File: src/rtl/cpu_phase_ctrl.sv
// cpu_phase_ctrl: instruction phase sequencer (FETCH/DECODE/EXEC/MEM/WB)
// with halt/run control and MEM bus-timeout trap.
// Optional feature macro: PHASE_CTRL_PERF_EN enables the 32-bit cycle and
// retired-instruction counters; when undefined both outputs are tied to 0.
module cpu_phase_ctrl #(
  parameter int RESET_HOLD_CYC = 4,
  parameter int MEM_TIMEOUT    = 15
) (
  input  logic        clk,
  input  logic        rst,
  input  logic        run,
  input  logic        halt_req,
  input  logic        is_muldiv,
  input  logic        is_mem,
  input  logic        alu_complete,
  input  logic        mem_ack,
  output logic        fetch_en,
  output logic        decode_en,
  output logic        alu_start,
  output logic        mem_req,
  output logic        commit,
  output logic [2:0]  state,
  output logic        busy,
  output logic        bus_err,
  output logic [31:0] cycle_cnt,
  output logic [31:0] instret_cnt
);

  typedef enum logic [2:0] {
    S_RST_HOLD = 3'd0,
    S_FETCH    = 3'd1,
    S_DECODE   = 3'd2,
    S_EXEC     = 3'd3,
    S_MEM      = 3'd4,
    S_WB       = 3'd5,
    S_HALT     = 3'd6,
    S_ERR      = 3'd7
  } state_t;

  // Last count value before leaving RST_HOLD / before a MEM timeout fires.
  localparam logic [7:0] HOLD_LAST    = 8'(RESET_HOLD_CYC - 1);
  localparam logic [7:0] TIMEOUT_LAST = 8'(MEM_TIMEOUT - 1);

  state_t     state_reg, state_next;
  logic [7:0] hold_cnt_reg, hold_cnt_next;
  logic [7:0] wait_cnt_reg, wait_cnt_next;
  logic       fetch_en_reg, decode_en_reg, alu_start_reg, mem_req_reg;
  logic       commit_reg, busy_reg, bus_err_reg;
  logic       exec_done;

  // Next-state logic; alu_start_reg doubles as the "first EXEC cycle" flag
  // so a stale alu_complete from the previous op is discarded.
  always_comb begin
    state_next    = state_reg;
    hold_cnt_next = hold_cnt_reg;
    wait_cnt_next = wait_cnt_reg;
    exec_done     = !is_muldiv || (!alu_start_reg && alu_complete);
    case (state_reg)
      S_RST_HOLD: begin
        if (hold_cnt_reg == HOLD_LAST) state_next = run ? S_FETCH : S_HALT;
        else                           hold_cnt_next = hold_cnt_reg + 8'd1;
      end
      S_FETCH:  state_next = S_DECODE;
      S_DECODE: state_next = S_EXEC;
      S_EXEC: begin
        if (exec_done) begin
          state_next    = is_mem ? S_MEM : S_WB;
          wait_cnt_next = 8'd0;
        end
      end
      S_MEM: begin
        // An ack on the final allowed cycle takes priority over the timeout.
        if (mem_ack)                          state_next = S_WB;
        else if (wait_cnt_reg == TIMEOUT_LAST) state_next = S_ERR;
        else                                   wait_cnt_next = wait_cnt_reg + 8'd1;
      end
      S_WB:     state_next = (halt_req || !run) ? S_HALT : S_FETCH;
      S_HALT:   if (run && !halt_req) state_next = S_FETCH;
      S_ERR:    state_next = S_ERR;
      default:  state_next = S_RST_HOLD;
    endcase
  end

  // State, counters and registered phase strobes decoded from the next state.
  always_ff @(posedge clk) begin
    if (rst) begin
      state_reg     <= S_RST_HOLD;
      hold_cnt_reg  <= 8'd0;
      wait_cnt_reg  <= 8'd0;
      fetch_en_reg  <= 1'b0;
      decode_en_reg <= 1'b0;
      alu_start_reg <= 1'b0;
      mem_req_reg   <= 1'b0;
      commit_reg    <= 1'b0;
      busy_reg      <= 1'b0;
      bus_err_reg   <= 1'b0;
    end else begin
      state_reg     <= state_next;
      hold_cnt_reg  <= hold_cnt_next;
      wait_cnt_reg  <= wait_cnt_next;
      fetch_en_reg  <= (state_next == S_FETCH);
      decode_en_reg <= (state_next == S_DECODE);
      alu_start_reg <= (state_next == S_EXEC) && (state_reg == S_DECODE);
      mem_req_reg   <= (state_next == S_MEM);
      commit_reg    <= (state_next == S_WB);
      busy_reg      <= (state_next >= S_FETCH) && (state_next <= S_WB);
      bus_err_reg   <= (state_next == S_ERR);
    end
  end

  assign state     = state_reg;
  assign fetch_en  = fetch_en_reg;
  assign decode_en = decode_en_reg;
  assign alu_start = alu_start_reg;
  assign mem_req   = mem_req_reg;
  assign commit    = commit_reg;
  assign busy      = busy_reg;
  assign bus_err   = bus_err_reg;

`ifdef PHASE_CTRL_PERF_EN
  logic [31:0] cycle_cnt_reg, instret_cnt_reg;

  // Performance counters; both wrap naturally at 32 bits.
  always_ff @(posedge clk) begin
    if (rst) begin
      cycle_cnt_reg   <= 32'd0;
      instret_cnt_reg <= 32'd0;
    end else begin
      if (state_reg != S_RST_HOLD) cycle_cnt_reg <= cycle_cnt_reg + 32'd1;
      if (commit_reg)              instret_cnt_reg <= instret_cnt_reg + 32'd1;
    end
  end

  assign cycle_cnt   = cycle_cnt_reg;
  assign instret_cnt = instret_cnt_reg;
`else
  assign cycle_cnt   = 32'd0;
  assign instret_cnt = 32'd0;
`endif

endmodule
File: config.mk
export PLATFORM = sky130hd
export DESIGN_NAME = cpu_phase_ctrl
export DESIGN_NICKNAME = d
export VERILOG_FILES = /design/src/rtl/cpu_phase_ctrl.sv
export SDC_FILE = /design/constraint.sdc
export NUM_CORES = 1
export LEC_CHECK = 0
export BUFFER_PORTS_ARGS = -buffer_cell sky130_fd_sc_hd__buf_2
export CAP_MARGIN = 20
export CORE_UTILIZATION = 24
export DETAILED_ROUTE_END_ITERATION = 10
export GPL_ROUTABILITY_DRIVEN = 1
export PLACE_DENSITY = 0.45
export RECOVER_POWER = 50
export SYNTH_ARGS = -nofsm -noshare
export SYNTH_HDL_FRONTEND = slang
export SYNTH_SLANG_ARGS = --single-unit
File: constraint.sdc
create_clock -name clk -period 3.4 [get_ports clk]
set_input_delay 0.17 -clock clk [delete_from_list [all_inputs] [get_ports clk]]
set_output_delay 0.17 -clock clk [all_outputs]
set_load 0.01 [all_outputs]
==> impl_metrics.env <==
export IMPL_yosysTopAreaCellShare=0.294
export IMPL_grt_total_usage=0.0754
export IMPL_cts_resized_gates=0
export IMPL_crit_chain="or4b_4 > a31oi_4 > nor2_2 > or4_1 > a21oi_1"
export IMPL_vdd_ir_drop_worst_mv=0.168
export IMPL_rsz0062_at_grt="no"
export IMPL_cap_violations=0
export IMPL_worst_slew_pin_slew_ps=826
export IMPL_power_density_nw_per_um2=584
export IMPL_synth_cells=206
export IMPL_p_leak_nw=0.737
export IMPL_postLayoutCoreUtil=0.253
export IMPL_yosysSeqAreaShare=0.294
export IMPL_yosys_area_top_type="dfxtp_1"
export IMPL_arrival_ps=2350
export IMPL_overflow=0
export IMPL_cts_buffers=3
export IMPL_post_dp_hpwl_um=2230
export IMPL_crit_fanout=11
export IMPL_die_area_um2=7710
export IMPL_fin_skew_ps=4.93
export IMPL_final_setup_viol_count=0
export IMPL_start_util=0.255
export IMPL_die_w_um=87.8
export IMPL_cts_root_buffer="clkbuf_8"
export IMPL_drc_errors=0
export IMPL_grt_max_degree=20
export IMPL_antennaDiodeCount=0
export IMPL_min_period_ps=2150
export IMPL_hold_viol=0
export IMPL_critPathRequiredTime_ps=3610
export IMPL_final_cells=317
export IMPL_ff2ff_setup_slack_ps=1250
export IMPL_wire_per_inst_um=9.29
export IMPL_path_clk_slew_ps=100
export IMPL_core_area_um2=6940
export IMPL_tns_ps=0
export IMPL_first_global_vias=978
export IMPL_ctsHoldBuffers=0
export IMPL_insertion_delay_ps=270
export IMPL_drtIter0Drc=35
export IMPL_rows=30
export IMPL_crit_type="register to register"
export IMPL_grt_antenna_before_repair=0
export IMPL_crit_path_end_kind="register"
export IMPL_slowest_delay_ps=600
export IMPL_ys_types=46
export IMPL_dr_pass1_iters=4
export IMPL_cp_slowest_cell="dfxtp_1"
export IMPL_syn2layout_area_growth_pct=-0.779
export IMPL_vias_per_cell=3.78
export IMPL_drtAntennaViolNets=0
export IMPL_ys_ff_latch=26
export IMPL_relSlewSlack=0.445
export IMPL_gp_congestion=0.744
export IMPL_clockBufferDepth=2
export IMPL_fmax_mhz=466
export IMPL_dpl_cell_count=313
export IMPL_cts_max_level=1
export IMPL_cts_sinks=26
export IMPL_syn_area_um2=1770
export IMPL_start_kind="register"
export IMPL_avgSynthCellArea_um2=8.58
export IMPL_synth_area_leaders="dfxtp_1, buf_4, xor2_1, nor2_1, a21oi_1"
export IMPL_num_fill_cells=775
export IMPL_chipHeight_um=87.8
export IMPL_routed_wl_um=2940
export IMPL_drive_gt1_frac=0.0814
export IMPL_ios=82
export IMPL_io_buffers=17
export IMPL_hold_path_class="primary input to register"
export IMPL_status="finished, final reports clean"
export IMPL_cts_tree="done"
export IMPL_drv_slew=0
export IMPL_fin_crit_sh=0.632
export IMPL_grt_pass1_wl_um=4550
export IMPL_nets=233
export IMPL_vias=1199
export IMPL_post_cts_setup_buffers=0
export IMPL_yosys_warnings=0
## worst max-delay path: cells and delay by family, from the launching register on
kind	cells	cell delay, ps
AND/OR/NAND/NOR	3	1140
flip-flops	1	600
AO/OA/AOI/OAI	2	350
## placed cells by master, fill, tap and decap left out, types with 3 or more instances in the layout
master,Yosys,layout
conb_1,1,64
dfxtp_1,26,26
nor2_1,15,15
clkbuf_1,3,10
nand2_1,9,9
a21oi_1,8,8
xor2_1,8,8
buf_2,0,7
nand3_1,6,6
nor4_1,4,5
nand4_1,4,4
nand2b_1,3,3
nor3_1,3,3
and3_1,3,3
or3_1,3,3
ha_1,3,3
clkbuf_8,0,3
## power breakdown
| part | total (mW) | switching (mW) | leakage [nW] | internal [mW] |
|---|---|---|---|---|
| Sequential | 0.407 | 0.0551 | 0.211 | 0.352 |
| Clock | 0.260 | 0.102 | 0.0357 | 0.157 |
| Combinational | 0.358 | 0.222 | 0.491 | 0.136 |
## synthesized netlist by cell type, drive strengths merged
| library cell | n |
|---|---|
| and4b | 1 |
| and4 | 2 |
| inv | 3 |
| clkbuf | 4 |
| or3 | 3 |
| buf | 65 |
| nand2b | 3 |
| o211ai | 2 |
| ha | 3 |
| and2 | 1 |
| mux2i | 1 |
| nor3 | 3 |
| or4 | 1 |
| nor2 | 16 |
| nand4 | 4 |
| nor4b | 2 |
| a211oi | 3 |
| nor4 | 5 |
| o31ai | 2 |
| xor2 | 8 |
| o221ai | 1 |
| nand3 | 6 |
| a2111oi | 1 |
| nor2b | 1 |
| o2111ai | 1 |
| or2 | 2 |
| conb | 1 |
| dfxtp | 26 |
| nand2 | 9 |
| o21ai | 3 |
| and3b | 2 |
| and3 | 3 |
| o221a | 1 |
| or4b | 1 |
| xnor2 | 2 |
| a21boi | 2 |
| a31oi | 3 |
| a21o | 1 |
| a21oi | 8 |
## path summary, 6_finish.rpt
check             cells past startpoint                         start                           end
setup / recovery                      5           state[2]$_SDFF_PP0_  wait_cnt_reg[5]$_SDFFE_PP0P_
hold / removal                        3                       mem_ack  wait_cnt_reg[1]$_SDFFE_PP0P_
setup reg to reg                      5           state[2]$_SDFF_PP0_  wait_cnt_reg[5]$_SDFFE_PP0P_
hold reg to reg                       2  wait_cnt_reg[3]$_SDFFE_PP0P_  wait_cnt_reg[3]$_SDFFE_PP0P_
## per-layer routing
metal | share of wire | GRT usage | vias up
met5 | 0 | 0 | -
met4 | 0.010 | 0.0328 | 0
met3 | 0.054 | 0.0198 | 2
met2 | 0.45 | 0.115 | 45
met1 | 0.49 | 0.0998 | 541
li1 | - | - | 611
## metrics by stage
| stage | setup WS (ps) | hold slack [ps] | area [um^2] | total power [mW] |
|---|---|---|---|---|
| floorplan | 1440 | 344 | 2000 | 0.750 |
| global placement | 1290 | 482 | 1700 | 0.782 |
| detailed placement | 1270 | 483 | 1700 | 0.781 |
| CTS | 1250 | 237 | 1770 | 1.05 |
| global route | 1130 | 269 | 1750 | 1.10 |
| finish | 1250 | 244 | 1750 | 1.02 |
## cell families (layout without fill, tap and decap cells)
kind of cell | count (synthesis) | in the layout | share of synthesized area
simple gates | 65 | 65 | 0.209
other cells | 1 | 64 | 0.00212
flops | 26 | 26 | 0.294
xor+xnor | 10 | 10 | 0.0495
mux | 1 | 1 | 0.00566
buf+inv | 72 | 24 | 0.294
fa+ha+maj | 3 | 3 | 0.0212
compound gates | 28 | 28 | 0.125
## cell type report
cell class	count	area, um^2	share of cell area
Multi-Input combinational cell	171	958	0.546
Sequential cell	26	520	0.297
Tap cell	96	120	0.0685
Timing Repair Buffer	17	72.6	0.0414
Clock buffer	3	41.3	0.0235
Clock inverter	1	30.0	0.0171
Inverter	3	11.3	0.00642
Power figures use the tool's default switching activity.
